**src/rtl/rw_mon_pkg.sv**
```systemverilog
// Shared types and helpers for the read/write severity monitor.
package rw_mon_pkg;

    // Severity levels, encoded as they appear on the status port.
    typedef enum logic [1:0] {
        ST_OK   = 2'd0,
        ST_WARN = 2'd1,
        ST_FAIL = 2'd2
    } mon_state_e;

    // Width of a channel index; never narrower than one bit.
    function automatic int unsigned ch_idx_w(input int unsigned n);
        return (n > 1) ? unsigned'($clog2(n)) : 1;
    endfunction

endpackage

```
**src/rtl/sat_accum.sv**
```systemverilog
// Saturating accumulator: adds the popcount of a hit vector each cycle.
module sat_accum #(
    parameter int unsigned W = 8,
    parameter int unsigned N = 4
) (
    input  logic         clk,
    input  logic         rst_n,
    input  logic         i_clr,
    input  logic [N-1:0] i_hits,
    output logic [W-1:0] o_cnt,
    output logic [W-1:0] o_cnt_nxt_c
);

    localparam int unsigned PW = $clog2(N + 1);
    localparam int unsigned SW = ((W > PW) ? W : PW) + 1;

    logic [W-1:0]  r_cnt;
    logic [PW-1:0] w_pop;
    logic [SW-1:0] w_sum;

    // Count the set bits of the hit vector.
    always_comb begin
        w_pop = '0;
        for (int unsigned i = 0; i < N; i++) begin
            w_pop = w_pop + PW'(i_hits[i]);
        end
    end

    // Next count: clear wins, otherwise add and clamp at all-ones.
    always_comb begin
        w_sum = SW'(r_cnt) + SW'(w_pop);
        if (i_clr) begin
            o_cnt_nxt_c = '0;
        end else if (w_sum > SW'({W{1'b1}})) begin
            o_cnt_nxt_c = {W{1'b1}};
        end else begin
            o_cnt_nxt_c = W'(w_sum);
        end
    end

    // Count register.
    always_ff @(posedge clk or negedge rst_n) begin
        if (!rst_n) begin
            r_cnt <= '0;
        end else begin
            r_cnt <= o_cnt_nxt_c;
        end
    end

    assign o_cnt = r_cnt;

endmodule

```
**src/rtl/rw_severity_monitor.sv**
```systemverilog
// Run-time read/write protocol checker with sticky OK/WARN/FAIL severity.
module rw_severity_monitor
    import rw_mon_pkg::*;
#(
    parameter int unsigned NUM_CH     = 4,
    parameter int unsigned CNT_W      = 8,
    parameter int unsigned WARN_LIMIT = 14,
    parameter int unsigned ERR_LIMIT  = 15,
    parameter int unsigned ESCALATE   = 0
) (
    input  logic                        clk,
    input  logic                        rst_n,
    input  logic                        en,
    input  logic                        clr,
    input  logic [NUM_CH-1:0]           wr_en,
    input  logic [NUM_CH-1:0]           rd_en,
    input  logic [NUM_CH-1:0]           valid,
    output logic [CNT_W-1:0]            warn_cnt,
    output logic [CNT_W-1:0]            err_cnt,
    output logic [1:0]                  state,
    output logic                        irq,
    output logic [NUM_CH-1:0]           ch_err_sticky,
    output logic [ch_idx_w(NUM_CH)-1:0] first_err_ch,
    output logic                        first_err_vld
);

    localparam int unsigned IDX_W = ch_idx_w(NUM_CH);

    mon_state_e        r_state;
    mon_state_e        w_state_nxt;
    logic              r_irq;
    logic              w_irq_nxt;
    logic [NUM_CH-1:0] r_sticky;
    logic [IDX_W-1:0]  r_first_ch;
    logic              r_first_vld;
    logic [IDX_W-1:0]  w_first_idx;

    logic [NUM_CH-1:0] w_warn_hit;
    logic [NUM_CH-1:0] w_err_hit;
    logic [NUM_CH-1:0] w_esc_hit;
    logic [CNT_W-1:0]  w_warn_cnt;
    logic [CNT_W-1:0]  w_err_cnt;
    logic [CNT_W-1:0]  w_warn_nxt;
    logic [CNT_W-1:0]  w_err_nxt;

    // Per-channel hits; a disabled monitor sees nothing.
    assign w_warn_hit = en ? ~valid : '0;
    assign w_err_hit  = en ? (wr_en & rd_en) : '0;
    // Warnings taken while already in WARN also count as errors in escalate mode.
    assign w_esc_hit  = ((ESCALATE != 0) && (r_state == ST_WARN)) ? w_warn_hit : '0;

    sat_accum #(.W(CNT_W), .N(NUM_CH)) u_warn_acc (
        .clk         (clk),
        .rst_n       (rst_n),
        .i_clr       (clr),
        .i_hits      (w_warn_hit),
        .o_cnt       (w_warn_cnt),
        .o_cnt_nxt_c (w_warn_nxt)
    );

    sat_accum #(.W(CNT_W), .N(2 * NUM_CH)) u_err_acc (
        .clk         (clk),
        .rst_n       (rst_n),
        .i_clr       (clr),
        .i_hits      ({w_esc_hit, w_err_hit}),
        .o_cnt       (w_err_cnt),
        .o_cnt_nxt_c (w_err_nxt)
    );

    // Severity state register.
    always_ff @(posedge clk or negedge rst_n) begin
        if (!rst_n) begin
            r_state <= ST_OK;
        end else begin
            r_state <= w_state_nxt;
        end
    end

    // Next severity from next-cycle counts; FAIL outranks WARN, both sticky.
    always_comb begin
        w_state_nxt = r_state;
        w_irq_nxt   = 1'b0;
        if (clr) begin
            w_state_nxt = ST_OK;
        end else begin
            if (32'(w_err_nxt) >= ERR_LIMIT) begin
                w_state_nxt = ST_FAIL;
            end else if ((r_state == ST_OK) && (32'(w_warn_nxt) >= WARN_LIMIT)) begin
                w_state_nxt = ST_WARN;
            end
            w_irq_nxt = (w_state_nxt != r_state);
        end
    end

    // Lowest-index erroring channel this cycle.
    always_comb begin
        w_first_idx = '0;
        for (int i = int'(NUM_CH) - 1; i >= 0; i--) begin
            if (w_err_hit[i]) begin
                w_first_idx = IDX_W'(i);
            end
        end
    end

    // Interrupt pulse, sticky channel flags and first-error capture.
    always_ff @(posedge clk or negedge rst_n) begin
        if (!rst_n) begin
            r_irq       <= 1'b0;
            r_sticky    <= '0;
            r_first_ch  <= '0;
            r_first_vld <= 1'b0;
        end else if (clr) begin
            r_irq       <= 1'b0;
            r_sticky    <= '0;
            r_first_ch  <= '0;
            r_first_vld <= 1'b0;
        end else begin
            r_irq    <= w_irq_nxt;
            r_sticky <= r_sticky | w_err_hit;
            if ((w_err_cnt == '0) && (|w_err_hit)) begin
                r_first_ch  <= w_first_idx;
                r_first_vld <= 1'b1;
            end
        end
    end

    assign warn_cnt      = w_warn_cnt;
    assign err_cnt       = w_err_cnt;
    assign state         = r_state;
    assign irq           = r_irq;
    assign ch_err_sticky = r_sticky;
    assign first_err_ch  = r_first_ch;
    assign first_err_vld = r_first_vld;

endmodule

```
**config.mk**
```make
export PLATFORM = sky130hd
export DESIGN_NAME = rw_severity_monitor
export DESIGN_NICKNAME = d
export VERILOG_FILES = /design/src/rtl/rw_mon_pkg.sv /design/src/rtl/sat_accum.sv /design/src/rtl/rw_severity_monitor.sv
export SDC_FILE = /design/constraint.sdc
export NUM_CORES = 1
export LEC_CHECK = 0
export CORE_UTILIZATION = 49
export CTS_CLUSTER_SIZE = 20
export DETAILED_ROUTE_END_ITERATION = 8
export PLACE_DENSITY = 0.8
export SKIP_CTS_REPAIR_TIMING = 1
export SLEW_MARGIN = 20
export SYNTH_ARGS = -nofsm -noshare
export SYNTH_HDL_FRONTEND = slang
export SYNTH_SLANG_ARGS = --single-unit
```
**constraint.sdc**
```tcl
create_clock -name clk -period 2.79 [get_ports clk]
set_input_delay 0.4185 -clock clk [delete_from_list [all_inputs] [get_ports clk]]
set_output_delay 0.4185 -clock clk [all_outputs]
set_load 0.005 [all_outputs]
```
# [After elaboration in Yosys (flattened, before gate mapping)]
# Cells that the tools add are included.
# Widths: inputs -> output; s select.
[word_totals] regBits=26 word_cells=49 out_inout_bits=26 input_bits=16
[op_classes] bitwise_logic=3 n_mux=20 magnitude_cmp=4 add_sub_neg=8 n_eq_ne=1 n_reduce_logical=6
[op_table] operator="$mux 8" n=4
[op_table] operator="$mux 2" n=10
[op_table] operator="$gt 9x8->1 const B" n=2
[op_table] operator="$ge 8x4->1 const B" n=2
[op_table] operator="$mux 4" n=3
[op_table] operator="$add 8x3->9" n=1
[op_table] operator="$add 8x4->9" n=1
[op_table] operator="$add 4x1->4" n=2
[op_table] operator="$logic_not 8->1" n=1
[op_table] operator="$add 3x1->3" n=2
[op_table] operator="$add 1x1->2" n=2
[op_table] operator="$and 4x4->4" n=1
[op_table] operator="$not 4->4" n=1
[op_table] operator="$or 4x4->4" n=1
[op_table] operator="$reduce_or 4->1" n=1
[op_table] operator="$mux 1" n=3
[op_table] operator="$logic_and 1x1->1" n=2
[op_table] operator="$logic_not 2->1" n=1
[op_table] operator="$ne 2x2->1" n=1
[op_table] operator="$reduce_bool 2->1" n=1

# [Logic depth before layout (Yosys ltp)]
[depth] depth_word=16 mapped_depth=11 mapped_depth_nobuf=11

# [Cells and area by module]
# A second synthesis with hierarchy kept.
[hier_totals] cells_unflattened=173 hier_area_um2=1679.1
[by_module_without_submodules] module="sat_accum (u_err_acc)" cells_each=63 n_inst=1 area_per_inst_um2=633.1
[by_module_without_submodules] module="sat_accum (u_warn_acc)" cells_each=53 n_inst=1 area_per_inst_um2=526.8
[by_module_without_submodules] module="rw_severity_monitor" cells_each=57 n_inst=1 area_per_inst_um2=519.2

# [Least setup slack after synthesis]
# No wires, ideal clock.
[synth_timing] path_type="input port to flip-flop" from="in en" to="reg r_state[0] (netlist: state[0])" required_ns=2.679 t_arrival_ns=3.372 slack_ns=-0.693 cell_stages=10 n_path_buf=0 setup_ns=0.111 cell_sequence="nor2b_1 ha_1 fa_1 ha_1 fa_1 or2b_1 or4b_1 a31oi_2 o41ai_1 a2111oi_2"
[synth_between] elab_chain_cells=14
[synth_rtl] element="start: declaration" line_no="rw_severity_monitor.sv:13" source="input logic en,"
[synth_rtl] element="$mux 4" line_no="rw_severity_monitor.sv:47" source="assign w_warn_hit = en ? ~valid : '0;"
[synth_rtl] element="$add 1x1->2" line_no="sat_accum.sv:25" source="w_pop = w_pop + PW'(i_hits[i]);"
[synth_rtl] element="$add 3x1->3 (2 in series)" line_no="sat_accum.sv:25"
[synth_rtl] element="$add 8x3->9" line_no="sat_accum.sv:31" source="w_sum = SW'(r_cnt) + SW'(w_pop);"
[synth_rtl] element="$gt 9x8->1" line_no="sat_accum.sv:34" source="end else if (w_sum > SW'({W{1'b1}})) begin"
[synth_rtl] element="$mux 8" line_no="sat_accum.sv:34"
[synth_rtl] element="$mux 8" line_no="sat_accum.sv:32" source="if (i_clr) begin"
[synth_rtl] element="$ge 8x4->1" line_no="rw_severity_monitor.sv:88" source="end else if ((r_state == ST_OK) && (32'(w_warn_nxt) >= WARN_LIMIT)) begin"
[synth_rtl] element="$logic_and 1x1->1" line_no="rw_severity_monitor.sv:88"
[synth_rtl] element="$mux 2" line_no="rw_severity_monitor.sv:88"
[synth_rtl] element="$mux 2 (*)" line_no="rw_severity_monitor.sv:86" source="if (32'(w_err_nxt) >= ERR_LIMIT) begin"
[synth_rtl] element="$mux 2 (*) (2 in series)" line_no="rw_severity_monitor.sv:83" source="if (clr) begin"
[synth_rtl] element="named net w_state_nxt[0]" line_no="rw_severity_monitor.sv:30" source="mon_state_e w_state_nxt;"
[synth_rtl] element="end signal: assignment" line_no="rw_severity_monitor.sv:75" source="r_state <= w_state_nxt;"
[synth_rtl] element="end: declaration" line_no="rw_severity_monitor.sv:29" source="mon_state_e r_state;"
# The timed path passes the listed nets; every way through them passes the cells marked *. The select of a mux whose other input is x is not followed.
# A chain may end at the register's enable or synchronous reset.

# [Worst setup path in the final report]
# Ends and elaborated chain as after synthesis.

==> flow_summary.toml <==
[pwr]
p_comb_frac = 0.327
p_per_area_nw_per_um2 = 409.7
p_leak_nw = 1.096
p_switching_mw = 0.3027
clockPowerShare = 0.262
switching_share = 0.2917
finalPower_mw = 1.038
vdd_drop_max_v = 0.0002671
power_frac_seq = 0.412
intPower_mw = 0.7350

[floorplanning]
fp-row-count = 20
die_area_um2 = 3554
num_io_pins = 42
core_area_um2 = 3103
die_width_um = 59.62
die_h_um = 59.62
initial_core_util = 0.5242

[critical_path]
cp_cell_sequence = "buf_6 > nor2b_4 > ha_4 > fa_2 > ha_4 > fa_1 > or2b_1 > or4b_4 > a31oi_4 > o41ai_2 > a2111oi_2"
crit_fanout = 3
cp_common_cell = "ha_4"
critPathMaxStageDelay_ns = 0.52
worstPathRequired_ns = 3.03
reg2reg_slack_ns = 0.14
start_kind = "primary input"
critPathKind = "primary input to flip-flop"
worst_setup_path_end_kind = "flip-flop"
crit_slowest_cell = "fa_1"
worstPathArrival_ns = 3.49

[detailed_routing]
first_iter_violations = 99
dr.pass1.iters = 4
vias_per_cell = 5.585
routed_wl_um = 4281
wire_per_inst_um = 15.57
vias = 1536
remaining_drc_errors = 0
ant_nets = 0

[clock_tree]
htree_levels = 1
clk_pin_slew_ns = 0.16
clkLatencyLatePin_ns = 0.34
root_buffer = "clkbuf_4"
cts_sinks = 26
cts_buffers = 3
cts_buffer_depth = 2
cts_tree = "yes"

[synthesis]
seq_area_frac_synth = 0.4000
yosysTopAreaCell = "dfrtp_1"
netlist.area_leader.share = 0.4000
ys_async_sr_fraction = 1.000
yosys.cell_count.top_type = "dfrtp_1"
synth_area_leaders = "dfrtp_1, ha_1, a21oi_1"
synth_seq_cells = 26
synth-main-ff-cell = "dfrtp_1"
synth_area_um2 = 1627
syn_area_per_cell_um2 = 9.682
syn_inst = 168
synth.distinct_cells = 43
ys_top_cells_by_count = "dfrtp_1, nor2_1, a21oi_1"
syn_nets = 199
synth-edff-count = 0
synth_warnings = 0

[sta]
hold_violations = 0
fmax_mhz = 308.5
slew-limit-headroom = 0.7053
rsz0062_at_grt = "true"
finalWorstSetupSlack_ns = -0.4517
timing.final.crit_share = 1.162
worst_pin_slew_ns = 0.4393
post-route-min-period_ns = 3.242
fin_skew_ns = 0.01108
slew_violations = 0
setup_viol = 3

[layout]
antenna_cells = 0
syn_to_final_growth_pct = 55.69
fin_util = 0.8161
final_cell_count_no_fill = 275
nNetsFinal = 263
drive_gt1_frac = 0.2944

[worst_hold_path]
hold_class = "primary input to asynchronous set/reset pin"

[placement]
dp_hpwl_um = 3000
io_buffer_count = 41
gp_congestion = 0.8708
dp_slack_ns = -1.087
place_inst = 268

[global_route]
grt_pass1_wl_um = 6596
antenna_found_initial = 0
grt_pass1_vias = 1484
overflow = 0
grt_max_degree = 29
grt_usage = 0.2499

[run]
max_cap_violations = 0

[status]
status = "complete, but fails checks"
violations = "negative setup slack"
[final cells by class]
class / instances / area (µm²)
multi-input cells: 125 / 1129
flip-flops and latches: 26 / 650.6
repair buffers: 67 / 611.8
fillers: 201 / 570.5
well taps: 44 / 55.05
inverters: 9 / 33.78
clock inverters: 1 / 30.03
clock buffers: 3 / 22.52
[sequential cells by signal (all words and copies together), names as in the netlist]
name              count
u_err_acc.o_cnt       8
ch_err_sticky         4
first_err_ch          2
u_warn_acc.o_cnt      8
state                 2
first_err_vld         1
irq                   1
[stage by stage]
step / instance area [µm²] / setup TNS, ns / hold WS, ns
after floorplan: 1707 / -1.008 / 0.1229
after global placement: 2296 / -9.977 / 0.4829
after detailed placement: 2296 / -11.10 / 0.4926
after CTS: 2349 / -4.625 / 0.4401
after global routing: 2532 / -1.118 / 0.4510
final: 2532 / -0.8642 / 0.4163
[placed cells by master (no fill, tap or decap), types with 2 or more instances in the layout]
cell type	n
inv_1	7
clkbuf_4	3
ha_4	7
nand2b_1	2
a21oi_2	3
a311oi_1	2
fa_2	3
dlymetal6s2s_1	6
a21oi_1	17
buf_4	26
nor2b_4	2
nand2_1	5
dfrtp_1	26
xor2_1	2
ha_1	3
nor2_1	24
nand3_1	4
nor3_1	4
clkbuf_2	2
a21o_1	2
inv_2	2
and3_1	3
nor2b_2	2
xnor2_1	3
clkdlybuf4s50_1	32
and3_4	2
mux2i_1	3
[worst max-delay path: cells and delay by family]
kind                       cells  cell delay, ns
adders and majority gates      4            1.43
AOI/OAI and AO/OA              3            0.67
buffers and inverters          1            0.10
and+or+nand+nor                3            0.88
[cell families (layout without fill, tap and decap cells)]
| family | Yosys count | count (layout) | share of synthesized area |
|---|---|---|---|
| flip-flops | 26 | 26 | 0.4000 |
| XOR/XNOR | 7 | 7 | 0.03769 |
| adder cells (fa/ha/maj) | 15 | 15 | 0.1338 |
| buffers and inverters | 17 | 80 | 0.04461 |
| multiplexers | 4 | 4 | 0.02462 |
| AO/OA/AOI/OAI | 40 | 40 | 0.1762 |
| AND/OR/NAND/NOR | 59 | 59 | 0.1831 |
[power groups by stage]
stage               sequential (mW)  combinational [mW]  clock (mW)
floorplan                     0.432               0.146           0
detailed placement            0.433               0.301           0
global placement              0.432               0.294           0
global route                  0.432               0.368       0.285
finish                        0.427               0.339       0.272
CTS                           0.427               0.304       0.269
[worst paths after layout]
| kind | startpoint | to | depth (start not counted) |
|---|---|---|---|
| max | en | state[0] | 11 |
| min | rst_n | u_err_acc.o_cnt[6] | 2 |
| max reg2reg | u_warn_acc.o_cnt[0] | state[0] | 7 |
| min reg2reg | state[1] | irq | 1 |
| max in group asynchronous | rst_n | u_warn_acc.o_cnt[0] | 2 |
| min in group clk | state[1] | irq | 1 |
[layer usage]
metal	GRT usage	routed length, µm
met1	0.3128	1778
met2	0.4446	2321
met3	0.02620	136
met4	0.08970	45
met5	0	0
No activity file was read; power rests on OpenSTA's default activity.
==> RTL edit (same settings) <==
Set the parameter `CNT_W` to 9 (it was 8).
--- a/src/rtl/rw_severity_monitor.sv
+++ b/src/rtl/rw_severity_monitor.sv
@@ -4,5 +4,5 @@
 #(
     parameter int unsigned NUM_CH     = 4,
-    parameter int unsigned CNT_W      = 8,
+    parameter int unsigned CNT_W      = 9,
     parameter int unsigned WARN_LIMIT = 14,
     parameter int unsigned ERR_LIMIT  = 15,
Interface: changed (resized err_cnt and warn_cnt); port bits go from 42 to 44. The function was not compared with the original's and may differ.
==> RTL edit against the unedited design <==
- the run still ends with negative setup slack left
- die area is 7.0% higher
- critical path depth rose by 1
- clock skew fell by 4.4 ps
- setup slack gained 180 ps
- synthesized area rose by 7.2%
- sequential cell count rose by 2
- power decreased by 5.4%
- cell area is 8.2% higher
- sequential power increased by 6.8%
- final cell count grew 5.8%
- non-clock buffer count up 6
- routed wire length rose by 22%
- first-iteration DRC count down 5.1%
- largest power group unchanged
==> RTL edit: results (changes against the unedited design) <==
hpwl_mm: 3.37  # was 3.00 mm
arrival_ps: 3330  # was 3490 ps
reg2reg_from: "u_err_acc.o_cnt[0]"  # was u_warn_acc.o_cnt[0]
placed_area_sq_um: 2450  # was 2300 sq um
fill_cells: 210  # was 201
ys_seq_area_frac: 0.402  # was 0.400
clock_area_frac: 0.0132  # was 0.0208
portBuffers: 43  # was 41
grt_pass1_vias: 1540  # was 1484
clock-root-buffer: "clkbuf_4"  # unchanged
inverters_excl_clock: 6  # was 9
grt_pass1_wl_mm: 6.80  # was 6.60 mm
synth_async_sr_flop_share: 1.00  # unchanged
clock-sinks: 28  # was 26
multiInputGateArea_sq_um: 1250  # was 1130 sq um
ys_types: 45  # was 43
outcome: "finished with violations"  # unchanged
worst_path_max_delay_cell: "fa_2"  # was fa_1
powerDensity_nw_per_um2: 358  # was 410 nW/um^2
dp_slack_ps: -1150  # was -1090 ps
ir_drop_mv: 0.325  # was 0.267 mV
multi_input_cells: 134  # was 125
wirelength_mm: 5.21  # was 4.28 mm
synthTopCellsByArea: "dfrtp_1 40%, ha_1 7.9%, nor2_1 6.0%, fa_1 4.6%, xnor2_1 3.0%"  # was dfrtp_1 40%, ha_1 8.5%, a21oi_1 6.2%, nor2_1 5.8%, fa_1 4.9%
nClkBuffers: 4  # was 3
tightest_slew_ps: 583  # was 439 ps
finalSetupTns_ps: -723  # was -864 ps
buffer_area_frac: 0.245  # was 0.242
synth_nets: 205  # was 199
area.growth.synth_to_final_pct: 57.1  # was 55.7%
syn_area_per_cell_sq_um: 10.0  # was 9.68 sq um
num_vias: 1672  # was 1536
ff2ff_path_depth: 8  # was 7
route.met3.wl_um: 321  # was 136 um
yosys-top-cells-count: "28 x dfrtp_1, 28 x nor2_1, 11 x ha_1, 11 x nand2_1, 9 x a21oi_1"  # was 26 x dfrtp_1, 25 x nor2_1, 20 x a21oi_1, 11 x ha_1, 9 x inv_1
cp-endpoint: "state[0]"  # unchanged
timing.hold.ws_ps: 449  # was 416 ps
violations: "negative setup slack"  # unchanged
use_met3: 0.0273  # was 0.0262
p_leak_nw: 1.25  # was 1.10 nW
drt_iter0_markers: 94  # was 99
wl_met2_mm: 2.69  # was 2.32 mm
setup_slack_ps: -269  # was -452 ps
grt_use_met1: 0.319  # was 0.313
wire_per_inst_um: 17.9  # was 15.6 um
nNetsFinal: 277  # was 263
wl_met1_mm: 2.03  # was 1.78 mm
drive_gt1_frac: 0.347  # was 0.294
setup_violations: 3  # unchanged
reg2reg_slack_ps: 400  # was 140 ps
globalplace.congestion: 0.862  # was 0.871
worstHoldPathType: "in2async"  # unchanged
==> RTL edit: cell types whose count changed after synthesis, sizes merged, moves of 3 or more <==
cell / unedited run / this run
a21oi: 20 / 11
inv: 9 / 6
nand2: 5 / 12
buf: 5 / 1
nor2: 25 / 28
nor3: 4 / 8
==> RTL edit: power breakdown <==
group | internal, mW | leakage [nW] | switching (mW)
clock network | 0.0799 | 0.0210 | 0.122
logic | 0.174 | 0.848 | 0.149
registers | 0.430 | 0.385 | 0.0262
total | 0.684 | 1.25 | 0.297
==> RTL edit: cells by family (layout without fill, tap and decap cells) <==
logic type | count (synthesis) | after routing | share of synthesized area
and+or+nand+nor | 78 | 78 | 0.236
AOI/OAI and AO/OA | 33 | 33 | 0.168
DFF | 28 | 28 | 0.402
adders and majority gates | 15 | 15 | 0.125
buffers and inverters | 12 | 83 | 0.0280
xor gates and xnor gates | 6 | 6 | 0.0301
muxes | 2 | 2 | 0.0115
